**config.mk**
```make
export PLATFORM = sky130hd
export DESIGN_NAME = vga_sync_decoder
export DESIGN_NICKNAME = d
export VERILOG_FILES = /design/src/rtl/vga_sync_decoder.sv
export SDC_FILE = /design/constraint.sdc
export NUM_CORES = 1
export LEC_CHECK = 0
export CORE_MARGIN = 2
export CORE_UTILIZATION = 55
export DETAILED_ROUTE_END_ITERATION = 8
export GPL_TIMING_DRIVEN = 1
export HOLD_SLACK_MARGIN = 0.15
export PLACE_DENSITY = 0.78
export SYNTH_ARGS = -nofsm -noshare
export SYNTH_HDL_FRONTEND = slang
export SYNTH_SLANG_ARGS = --single-unit
```
**constraint.sdc**
```tcl
create_clock -name clk -period 3.9 [get_ports clk]
set_input_delay 1.17 -clock clk [delete_from_list [all_inputs] [get_ports clk]]
set_output_delay 1.17 -clock clk [all_outputs]
set_load 0.01 [all_outputs]
```
**src/rtl/vga_sync_decoder.sv**
```systemverilog
// vga_sync_decoder: locks to incoming VGA Hsync/Vsync, rebuilds the pixel coordinates
// and counts every sync edge that disagrees with the expected timing.
module vga_sync_decoder #(
    parameter int H_ACTIVE   = 640,
    parameter int H_FP       = 16,
    parameter int H_SYNC     = 96,
    parameter int H_TOTAL    = 800,
    parameter int V_ACTIVE   = 480,
    parameter int V_FP       = 10,
    parameter int V_SYNC     = 2,
    parameter int V_TOTAL    = 525,
    parameter bit SYNC_POL   = 1'b0,
    parameter int LOCK_LINES = 2
) (
    input  logic        clk,
    input  logic        greset,
    input  logic        Hsync,
    input  logic        Vsync,
    output logic [14:0] Hpixel,
    output logic [14:0] Vpixel,
    output logic        activeRegion,
    output logic        locked,
    output logic        frame_start,
    output logic        sync_err,
    output logic [7:0]  err_cnt
);
    localparam logic [14:0] HSS   = 15'(H_ACTIVE + H_FP);
    localparam logic [14:0] HSE   = 15'(H_ACTIVE + H_FP + H_SYNC);
    localparam logic [14:0] VSS   = 15'(V_ACTIVE + V_FP);
    localparam logic [14:0] VSE   = 15'(V_ACTIVE + V_FP + V_SYNC);
    localparam logic [14:0] HLAST = 15'(H_TOTAL - 1);
    localparam logic [14:0] VLAST = 15'(V_TOTAL - 1);
    localparam logic [14:0] HACT  = 15'(H_ACTIVE);
    localparam logic [14:0] VACT  = 15'(V_ACTIVE);

    typedef enum logic [1:0] {SEARCH, H_ALIGN, V_WAIT, LOCKED} state_t;

    state_t      st_q, st_d;
    logic        hs_q, vs_q;
    logic [14:0] h_q, h_d, v_q, v_d, hn, vn;
    logic [7:0]  good_q, good_d, ec_q, ec_d;
    logic        fs_q, fs_d, err_q, err_d;
    logic        hs_as, hs_de, vs_as, vs_de, h_viol, v_viol, viol;

    assign Hpixel       = h_q;
    assign Vpixel       = v_q;
    assign locked       = st_q == LOCKED;
    assign activeRegion = locked && h_q < HACT && v_q < VACT;
    assign frame_start  = fs_q;
    assign sync_err     = err_q;
    assign err_cnt      = ec_q;

    always_comb begin
        hs_as  = Hsync == SYNC_POL && hs_q != SYNC_POL;
        hs_de  = Hsync != SYNC_POL && hs_q == SYNC_POL;
        vs_as  = Vsync == SYNC_POL && vs_q != SYNC_POL;
        vs_de  = Vsync != SYNC_POL && vs_q == SYNC_POL;
        hn     = h_q == HLAST ? '0 : h_q + 15'd1;
        vn     = h_q != HLAST ? v_q : v_q == VLAST ? '0 : v_q + 15'd1;
        h_d    = hs_as ? HSS : hn;
        v_d    = vs_as ? VSS : vn;
        h_viol = st_q != SEARCH && ((hs_as && hn != HSS) || (hs_de && hn != HSE));
        v_viol = st_q == LOCKED && ((vs_as && vn != VSS) || (vs_de && vn != VSE));
        viol   = h_viol || v_viol;
        err_d  = viol;
        ec_d   = viol && ec_q != 8'hff ? ec_q + 8'd1 : ec_q;
        // a Vsync reload on the wrap cycle replaces the wrap, so no frame start then
        fs_d   = st_q == LOCKED && h_q == HLAST && v_q == VLAST && !vs_as;
        st_d   = st_q;
        good_d = good_q;
        unique case (st_q)
            SEARCH: if (hs_as) begin
                st_d   = H_ALIGN;
                good_d = '0;
            end
            H_ALIGN: if (h_viol) begin
                good_d = '0;
            end else if (hs_as) begin
                good_d = good_q + 8'd1;
                if (good_d == 8'(LOCK_LINES)) st_d = V_WAIT;
            end
            V_WAIT: if (h_viol) begin
                st_d   = H_ALIGN;
                good_d = '0;
            end else if (vs_as) begin
                st_d = LOCKED;
            end
            LOCKED: if (viol) begin
                st_d   = H_ALIGN;
                good_d = '0;
            end
            default: st_d = SEARCH;
        endcase
    end

    always_ff @(posedge clk) begin
        if (greset) begin
            st_q   <= SEARCH;
            hs_q   <= ~SYNC_POL;
            vs_q   <= ~SYNC_POL;
            h_q    <= '0;
            v_q    <= '0;
            good_q <= '0;
            ec_q   <= '0;
            fs_q   <= 1'b0;
            err_q  <= 1'b0;
        end else begin
            st_q   <= st_d;
            hs_q   <= Hsync;
            vs_q   <= Vsync;
            h_q    <= h_d;
            v_q    <= v_d;
            good_q <= good_d;
            ec_q   <= ec_d;
            fs_q   <= fs_d;
            err_q  <= err_d;
        end
    end
endmodule

```
==> out/metrics.csv <==
stage;metric;value;unit
logic_synthesis;Distinct cells, synth;62;
critical_path;Crit Reg-Reg Endpoint;good_q[6];
clock_tree;hold buffers post-CTS;0;
layout;Final Non-Filler Cells;530;
routing;DRC errors left;0;
routing;first drt pass iteration count;5;
logic_synthesis;post-synthesis register bit count;52;
critical_path;Crit-path slowest cell;clkdlybuf4s50_1;
timing;RSZ-0062 raised after global routing;no;
clock_tree;Clock Path Buffers;2;
critical_path;Worst Setup Start Kind;input port;
critical_path;CP endpoint kind;register;
critical_path;CP arrival;3.78;ns
layout;number of diodes;0;
flow_run;Max-Cap Viols;0;
floorplan;die width;81.91;um
logic_synthesis;prevailing post-synth register cell;dfxtp_1;
logic_synthesis;synthesized area;3338;sq um
grt;pin count of the biggest net entering global routing;19;
clock_tree;worst skew pair latency;0.32;ns
layout;layout cells sized above 1;0.07912;
timing;final setup vio count;0;
timing;min Tclk post-route;3.574;ns
place;dpl cells;522;
grt;grt ovf;0;
floorplan;Core Area;5886;sq um
critical_path;worst-path maximum fanout;8;
clock_tree;CTS Root Cell;clkbuf_8;
timing;Final Slew Violations;0;
critical_path;crit-path max cell delay;0.46;ns
clock_tree;TritonCTS buffer count;5;
floorplan;die area;6708;sq um
routing;First DRT Iteration DRCs;336;
timing;Fin. Hold Viols;0;
worst_hold_path;hold path depth;2;
worst_hold_path;beginning of the worst hold path;err_cnt[7];
grt;first-pass GRT wire length;14060;um
place;count of port buffers added during placement;45;
clock_tree;clock-pin transition on the worst setup and hold timing paths;0.09;ns
critical_path;CP required;4.11;ns
logic_synthesis;EDFF count, synth;0;
worst_hold_path;HP Class;reg2reg;
place;detailed placer's ending HPWL;6255;um
logic_synthesis;Synth area leader;dfxtp_1;
routing;routed len/inst;16.45;um
logic_synthesis;post-synth top area share;0.3118;
logic_synthesis;Avg Inst Size Synth;8.083;sq um
logic_synthesis;Cells after Synth;413;
grt;vias in the first global route;3047;
timing;Fin Setup TNS;0;ns
grt;gr usage total;0.2662;
clock_tree;# H-tree levels;2;
pwr;Power per Cell Area;311.7;nW/um^2
critical_path;crit path buf inv count;2;
critical_path;Worst R2R Start;Hpixel[0];
routing;post-route ant nets;0;
critical_path;CP top delay family;compound AO/OA/AOI/OAI gates;
timing;Min Hold Slack;0.5015;ns
logic_synthesis;Post-synth ARST share;0;
routing;DR vias;3423;
critical_path;crit path kind;in2reg;
logic_synthesis;Synth area leaders;dfxtp_1, nor2_1, ha_1;
routing;Post-Route WL;8719;um
grt;initial antenna violation count;0;
place;GP Congestion;0.9376;
logic_synthesis;synth warn;0;
routing;DR vias/cell;6.458;
timing;Slew @ Worst Pin;0.7609;ns
run_status;status;finished, final reports clean;
logic_synthesis;Synthesized Nets;428;
timing;Relative slew margins;0.4908;
floorplan;die span in y;81.91;um
timing;Max Clock Skew;0.01045;ns
critical_path;CP startpoint;Vsync;
clock_tree;CTS sink count;52;
pwr;worst vdd ir;0.2011;mV
critical_path;cells along the critical path;clkdlybuf4s50_1 > nor2b_1 > a2111oi_1 > a21oi_1 > nor4_2 > a311oi_2 > o21ai_2 > buf_4 > mux2i_1 > nor2_1;
layout;Area Growth Syn to Fin;19.12;%
critical_path;FF-to-FF path depth;10;
layout;final net count;469;
logic_synthesis;Seq/Total Area, Yosys;0.3118;
critical_path;R2R Setup Slk;0.36;ns
floorplan;Ports;46;
floorplan;Initial Utilization;0.5672;
floorplan;Site Rows;28;
timing;Fmax achieved;0.2798;GHz
pwr;Pwr Total;1.240;mW
clock_tree;TritonCTS clock tree;built;
worst_hold_path;WHS Endpoint;err_cnt[7];
timing;period utilization;0.9163;
pwr;LEAKAGE;1.362;nW
==> worst min-delay path, delay by kind of cell, from the launching register on <==
family         cells  cell delay [ns]
flip-flops         1             0.34
AO/OA/AOI/OAI      2             0.12
==> kinds of logic after synthesis <==
logic type | Yosys count | share of synthesized area
AOI/OAI and AO/OA | 86 | 0.1855
xor gates and xnor gates | 26 | 0.06822
adders and majority gates | 11 | 0.04123
buffers and inverters | 42 | 0.05809
DFF | 52 | 0.3118
muxes | 5 | 0.01574
and+or+nand+nor | 191 | 0.3193
==> sequential cells by signal, indices dropped and copies added, names as in the netlist <==
name,cells
Hpixel,15
Vpixel,15
err_cnt,8
frame_start,1
good_q,8
hs_q,1
st_q,2
sync_err,1
vs_q,1
==> synthesized netlist by cell type (all sizes together) (6+ instances only) <==
library cell / count
o311ai: 9
clkbuf: 12
buf: 14
xor2: 12
inv: 16
o31ai: 12
or4: 7
dfxtp: 52
ha: 11
nor2: 46
nor3: 17
xnor2: 14
a21oi: 25
and4: 6
nor4: 7
o21ai: 7
nand2: 27
or3: 7
nand3: 25
nand4: 13
nor2b: 6
==> report_power, final <==
group / total, mW / internal [mW] / switching, mW
Clock: 0.386 / 0.191 / 0.195
Sequential: 0.587 / 0.554 / 0.0334
Combinational: 0.266 / 0.114 / 0.152
Total: 1.24 / 0.859 / 0.381
==> cells in the final DEF (no fill, tap or decap), types with 3 or more instances in the layout <==
| master | n |
|---|---|
| a21oi_1 | 25 |
| a31oi_1 | 4 |
| and3_1 | 5 |
| and4_1 | 6 |
| buf_4 | 15 |
| clkbuf_8 | 5 |
| clkdlybuf4s50_1 | 45 |
| dfxtp_1 | 52 |
| ha_1 | 11 |
| inv_1 | 16 |
| mux2i_1 | 3 |
| nand2_1 | 27 |
| nand2b_1 | 5 |
| nand3_1 | 25 |
| nand4_1 | 12 |
| nor2_1 | 46 |
| nor2b_1 | 6 |
| nor3_1 | 16 |
| nor3b_1 | 4 |
| nor4_1 | 5 |
| nor4b_1 | 4 |
| o211ai_1 | 5 |
| o21ai_0 | 6 |
| o311ai_1 | 8 |
| o31ai_1 | 12 |
| o41ai_1 | 4 |
| or2_2 | 3 |
| or3_1 | 6 |
| or4_1 | 6 |
| xnor2_1 | 14 |
| xor2_1 | 12 |
==> cell type report <==
cell class | instances | area [sq um]
multi-input cells | 319 | 2111
fillers | 524 | 1909
flip-flops and latches | 52 | 1041
repair buffers | 60 | 563.0
well taps | 75 | 93.84
clock buffers | 6 | 72.57
inverters | 16 | 60.06
clock inverters | 2 | 35.03
==> stage by stage <==
stage / util / area [sq um] / setup WS [ns]
floorplan: - / 3338 / 0.7085
global placement: 0.6560 / 3861 / 0.1744
detailed placement: 0.6560 / 3861 / 0.009613
CTS: 0.6743 / 3969 / 0.3272
global route: 0.6756 / 3976 / 0.01122
finish: 0.6756 / 3976 / 0.3262
==> layer usage <==
metal  global-route usage  wire (um)
met1               0.3543       3942
met2               0.4285       4078
met3              0.05165        549
met4              0.09500        149
met5                    0          0
==> worst max path at each step <==
stage                 end  slack [ns]  cells after the start
2_1_floorplan  err_cnt[7]        0.71                     11
3_3_place_gp   err_cnt[4]        0.17                     11
3_5_place_dp   err_cnt[1]        0.01                     10
4_1_cts        err_cnt[1]        0.33                     10
5_1_grt        err_cnt[1]        0.01                     10
6_report       err_cnt[1]        0.33                     10
==> repair_timing <==
action	4_1_cts	5_1_grt
resized for setup	0	2
setup endpoints to repair	0	2
buffers inserted	0	0
Power figures use the tool's default switching activity.
